File: src/rtl/seq_divider_32b.sv
// Multi-cycle unsigned restoring divider: one quotient bit per clock, fixed WIDTH-cycle latency.
// Operands are latched on an accepted start; results and the divide-by-zero flag hold until the next one.
module seq_divider_32b #(
    parameter int WIDTH = 32
) (
    input  logic             clk,
    input  logic             rst_n,
    input  logic             start,
    input  logic [WIDTH-1:0] dividend,
    input  logic [WIDTH-1:0] divisor,
    output logic             busy,
    output logic             done,
    output logic [WIDTH-1:0] quotient,
    output logic [WIDTH-1:0] remainder,
    output logic             div_by_zero
);

    localparam int CW = (WIDTH > 1) ? $clog2(WIDTH) : 1;
    localparam logic [CW-1:0] CNT_LAST = CW'(WIDTH - 1);

    typedef enum logic [1:0] {
        IDLE,
        CALC,
        DONE
    } state_t;

    state_t           state, state_nxt;
    logic [WIDTH-1:0] a_r, q_r, m_r;
    logic [CW-1:0]    cnt;
    logic [WIDTH:0]   a_ext, trial;
    logic [WIDTH-1:0] a_nxt, q_nxt;

    // The shifted partial remainder keeps the bit pushed out of A, so divisors
    // with the MSB set still compare correctly.
    assign a_ext = {a_r, q_r[WIDTH-1]};
    assign trial = a_ext - {1'b0, m_r};

    always_comb begin
        a_nxt = trial[WIDTH] ? a_ext[WIDTH-1:0] : trial[WIDTH-1:0];
        q_nxt = {q_r[WIDTH-2:0], ~trial[WIDTH]};
    end

    always_ff @(posedge clk or negedge rst_n) begin
        if (!rst_n) state <= IDLE;
        else        state <= state_nxt;
    end

    always_comb begin
        state_nxt = state;
        case (state)
            IDLE:    if (start) state_nxt = (divisor == '0) ? DONE : CALC;
            CALC:    if (cnt == '0) state_nxt = DONE;
            DONE:    state_nxt = IDLE;
            default: state_nxt = IDLE;
        endcase
    end

    assign busy = (state != IDLE);
    assign done = (state == DONE);

    always_ff @(posedge clk or negedge rst_n) begin
        if (!rst_n) begin
            a_r         <= '0;
            q_r         <= '0;
            m_r         <= '0;
            cnt         <= '0;
            quotient    <= '0;
            remainder   <= '0;
            div_by_zero <= 1'b0;
        end else begin
            case (state)
                IDLE: begin
                    if (start) begin
                        if (divisor == '0) begin
                            quotient    <= '1;
                            remainder   <= dividend;
                            div_by_zero <= 1'b1;
                        end else begin
                            a_r         <= '0;
                            q_r         <= dividend;
                            m_r         <= divisor;
                            cnt         <= CNT_LAST;
                            div_by_zero <= 1'b0;
                        end
                    end
                end
                CALC: begin
                    a_r <= a_nxt;
                    q_r <= q_nxt;
                    cnt <= cnt - CW'(1);
                    if (cnt == '0) begin
                        quotient  <= q_nxt;
                        remainder <= a_nxt;
                    end
                end
                default: ;
            endcase
        end
    end

endmodule

File: config.mk
export PLATFORM = sky130hd
export DESIGN_NAME = seq_divider_32b
export DESIGN_NICKNAME = d
export VERILOG_FILES = /design/src/rtl/seq_divider_32b.sv
export SDC_FILE = /design/constraint.sdc
export NUM_CORES = 1
export LEC_CHECK = 0
export CELL_PAD_IN_SITES_DETAIL_PLACEMENT = 1
export CELL_PAD_IN_SITES_GLOBAL_PLACEMENT = 1
export CORE_MARGIN = 2
export CORE_UTILIZATION = 40
export DETAILED_ROUTE_END_ITERATION = 12
export PLACE_DENSITY = 0.87
export SETUP_SLACK_MARGIN = 0.4
export SYNTH_ARGS = -nofsm -noshare
export SYNTH_HDL_FRONTEND = slang
export SYNTH_SLANG_ARGS = --single-unit
export TNS_END_PERCENT = 10
File: constraint.sdc
create_clock -name clk -period 5.25 [get_ports clk]
set_input_delay 0.525 -clock clk [delete_from_list [all_inputs] [get_ports clk]]
set_output_delay 0.525 -clock clk [all_outputs]
set_load 0.02 [all_outputs]
==> results.py <==
metrics = {
    "sta": {
        "fin_skew_ns": 0.0123,
        "rsz_0062_raised_after_global_routing": "false",
        "worstMarginPinSlew_ns": 0.899,
        "slew_headroom": 0.401,
        "finalSetupTns_ns": 0,
        "fin_ws_ns": 1.28,
        "timing.final.hold_violations": 0,
        "fmaxAchievable_ghz": 0.252,
        "post-route-min-period_ns": 3.97,
        "share_of_the_cycle_needed_by_the_critical_path_after_routing": 0.756,
        "slew_viol_final": 0,
        "finalHoldWorstSlack_ns": 0.0200,
        "timing.final.setup_violations": 0,
    },
    "synth": {
        "postSynth.asyncResetShare": 1.00,
        "synth-seq-area-share": 0.461,
        "number_of_standard_cells_after_synthesis": 1001,
        "synth_area_leaders": "dfrtp_1 46%, nand2_1 8.6%, ha_1 4.7%",
        "synth_area_in_compound_gates": 0.196,
        "dominantRegCellSynth": "dfrtp_1",
        "combinational_family_with_the_most_area_after_synthesis": "compound AO/OA/AOI/OAI gates",
        "ys_seq_elements": 168,
        "netlist_cell_types": 63,
        "synth_area_leader_cell": "dfrtp_1",
        "yosys.area_share.xor_xnor": 0.0279,
        "netlist_area_before_placement_um2": 9120,
        "synth-edff-count": 0,
        "yosys.area_share.simple": 0.156,
        "synth_top_area_frac": 0.461,
        "yosys_warnings": 0,
        "synthAdderAreaFrac": 0.0488,
        "post_synth_mux_area_share": 0.0627,
        "syn_area_per_cell_um2": 9.11,
        "synth_nets": 1103,
        "synth_most_common_cell": "nand2_1",
        "synth_common_cells": "208 x nand2_1, 168 x dfrtp_1, 69 x o21ai_0, 66 x nor2_1, 45 x inv_1",
    },
    "floorplan": {
        "start_util": 0.405,
        "fp.dieArea_um2": 24000,
        "placeableCoreArea_um2": 22500,
        "rows": 55,
        "die_width_um": 155,
        "fp.dieH_um": 155,
        "boundaryPins": 134,
    },
    "worst_setup_path": {
        "worst_case_register_to_register_setup_slack_ns": 1.28,
        "setup.worst_path.class": "flop to flop",
        "critPathArrivalTime_ns": 4.30,
        "worst-path-max-fanout": 24,
        "worst_ep_required_time_ns": 5.58,
        "critical_path.startpoint_type": "flop",
        "ff2ff_path_depth": 13,
        "worstReg2RegEnd": "remainder[10]$_DFFE_PN0P_",
        "rr_startpoint": "q_r[31]$_DFFE_PN0P_",
        "endpoint_class_of_the_critical_path": "flop",
    },
    "clock_network": {
        "clock_tree.root_cell": "clkbuf_16",
        "cts_bufs_inserted": 17,
        "hold_buffers": 0,
        "cts_tree": "yes",
        "post_cts.repair.setup_buffers": 0,
        "maximum_count_of_clock_buffers_along_a_single_path": 2,
        "clk-insertion-delay-late_ns": 0.44,
        "ctsHtreeMaxLevel": 4,
        "clock_sinks": 168,
        "cts.reportedPaths.clkPinSlew_ns": 0.07,
        "cts_resized": 0,
    },
    "cells_and_area": {
        "finish.cell_count_without_fillers": 1400,
        "area_growth_pct": 23.2,
        "antenna_cells_inserted": 0,
        "final_net_count": 1204,
        "final_design_area_no_fill_um2": 11200,
        "post_route_cells_drive_above_1_share": 0.0879,
        "fillerInstances": 2585,
    },
    "place": {
        "dp_hpwl_um": 19700,
        "numPlacedInstances": 1368,
        "port-buffer-count": 133,
        "dpl-instance-area_um2": 10600,
        "rd_place_congestion": 0.864,
        "pre_cts_slack_ns": 1.31,
    },
    "drt": {
        "detail_route.wirelength_um": 26600,
        "remaining_drc_errors": 0,
        "routed_via_density": 5.53,
        "drt_iter0_markers": 461,
        "first_pass_drt_iterations": 5,
        "routedWlPerCell_um": 19.0,
        "ant_nets": 0,
        "routed-via-count": 7739,
    },
    "global_routing": {
        "grt_max_degree": 89,
        "track_usage": 0.227,
        "antenna_violations_before_repair": 0,
        "grt_pass1_vias": 8191,
        "grt_pass1_wl_um": 43200,
        "grt_remaining_overflow": 0,
    },
    "power": {
        "worst_vdd_ir_uv": 304,
        "cellLeakagePower_nw": 5.00,
        "power.density_cell_area_nw_per_um2": 792,
    },
    "run_status": {
        "outcome": "finished, final reports clean",
    },
    "flow_run": {
        "cap_viol_max_count": 0,
    },
    "min_path": {
        "min_path_type": "primary input to async pin",
    },
}
==> flip-flops by register name (all words and copies together), names as in the netlist <==
signal	count
a_r	32
m_r	32
q_r	32
quotient	32
remainder	32
cnt	5
state	2
div_by_zero	1
==> routing by layer <==
metal  wire length (µm)  up-vias  track usage
met5                  0        -            0
met4                330        0       0.0538
met3               1090       27       0.0359
met2              12300      185        0.364
met1              12800     3839        0.324
li1                   -     3688            -
==> layout by cell type, fill, tap and decap left out, types with 16 or more instances in the layout <==
cell type        synthesis  final
clkdlybuf4s50_1          0    132
nor2_1                  66     65
nand2_1                208    208
clkbuf_16                0     17
ha_1                    34     34
o21ai_0                 69     69
o21a_1                  24     24
mux2_2                  33     33
a21o_1                  19     19
dfrtp_1                168    168
o21ai_1                 16     16
a21oi_1                 39     38
o211ai_1                25     25
inv_1                   45     44
xnor2_1                 18     18
a31oi_1                 43     43
mux2i_1                 20     20
==> how the worst max path moves through the flow <==
| stage | from | end | slack (ns) | cells past startpoint |
|---|---|---|---|---|
| after CTS | q_r[31]$_DFFE_PN0P_ | remainder[22]$_DFFE_PN0P_ | 1.31 | 12 |
| after detailed placement | divisor[7] | remainder[11]$_DFFE_PN0P_ | 1.31 | 11 |
| final | q_r[31]$_DFFE_PN0P_ | remainder[10]$_DFFE_PN0P_ | 1.28 | 13 |
| after global placement | q_r[31]$_DFFE_PN0P_ | remainder[10]$_DFFE_PN0P_ | 1.37 | 13 |
| after floorplan | q_r[31]$_DFFE_PN0P_ | remainder[11]$_DFFE_PN0P_ | 2.39 | 13 |
| after global routing | q_r[31]$_DFFE_PN0P_ | remainder[10]$_DFFE_PN0P_ | 1.07 | 13 |
==> critical path, stage by stage (launching register included) <==
cell and delay (ns):
dfrtp_1 0.39, inv_1 0.06, ha_1 0.25, fa_1 0.42, nand2b_1 0.21, a21o_1 0.20
a211oi_2 0.23, o21ba_1 0.25, o2111ai_1 0.19, a21boi_4 0.64, buf_4 0.33, mux2i_1 0.39
o211ai_1 0.13, o21a_1 0.15
==> layout make-up <==
class,count,area [µm²],share of cell area
Timing Repair Buffer,143,1410,0.125
Clock buffer,18,439,0.0391
Clock inverter,14,146,0.0130
Tap cell,285,357,0.0317
Sequential cell,168,4200,0.374
Inverter,45,169,0.0150
Multi-Input combinational cell,727,4510,0.402
==> cell families after synthesis <==
group / count (synthesis)
XOR/XNOR: 29
adder cells (fa/ha/maj): 35
multiplexers: 53
flip-flops: 168
AO/OA/AOI/OAI: 274
AND/OR/NAND/NOR: 336
buffers and inverters: 106
==> where the power goes <==
part           leakage [nW]  switching, W  internal, W
combinational          2.73       0.00311      0.00214
clock                 0.285      0.000607     0.000647
sequential             1.98      0.000470      0.00192
==> stage by stage <==
step | util | total power, W
after floorplan | - | 0.00598
after global placement | 0.473 | 0.00739
after detailed placement | 0.473 | 0.00760
after CTS | 0.499 | 0.00891
after global routing | 0.499 | 0.00957
final | 0.499 | 0.00890
(Power assumes the default switching activity.)
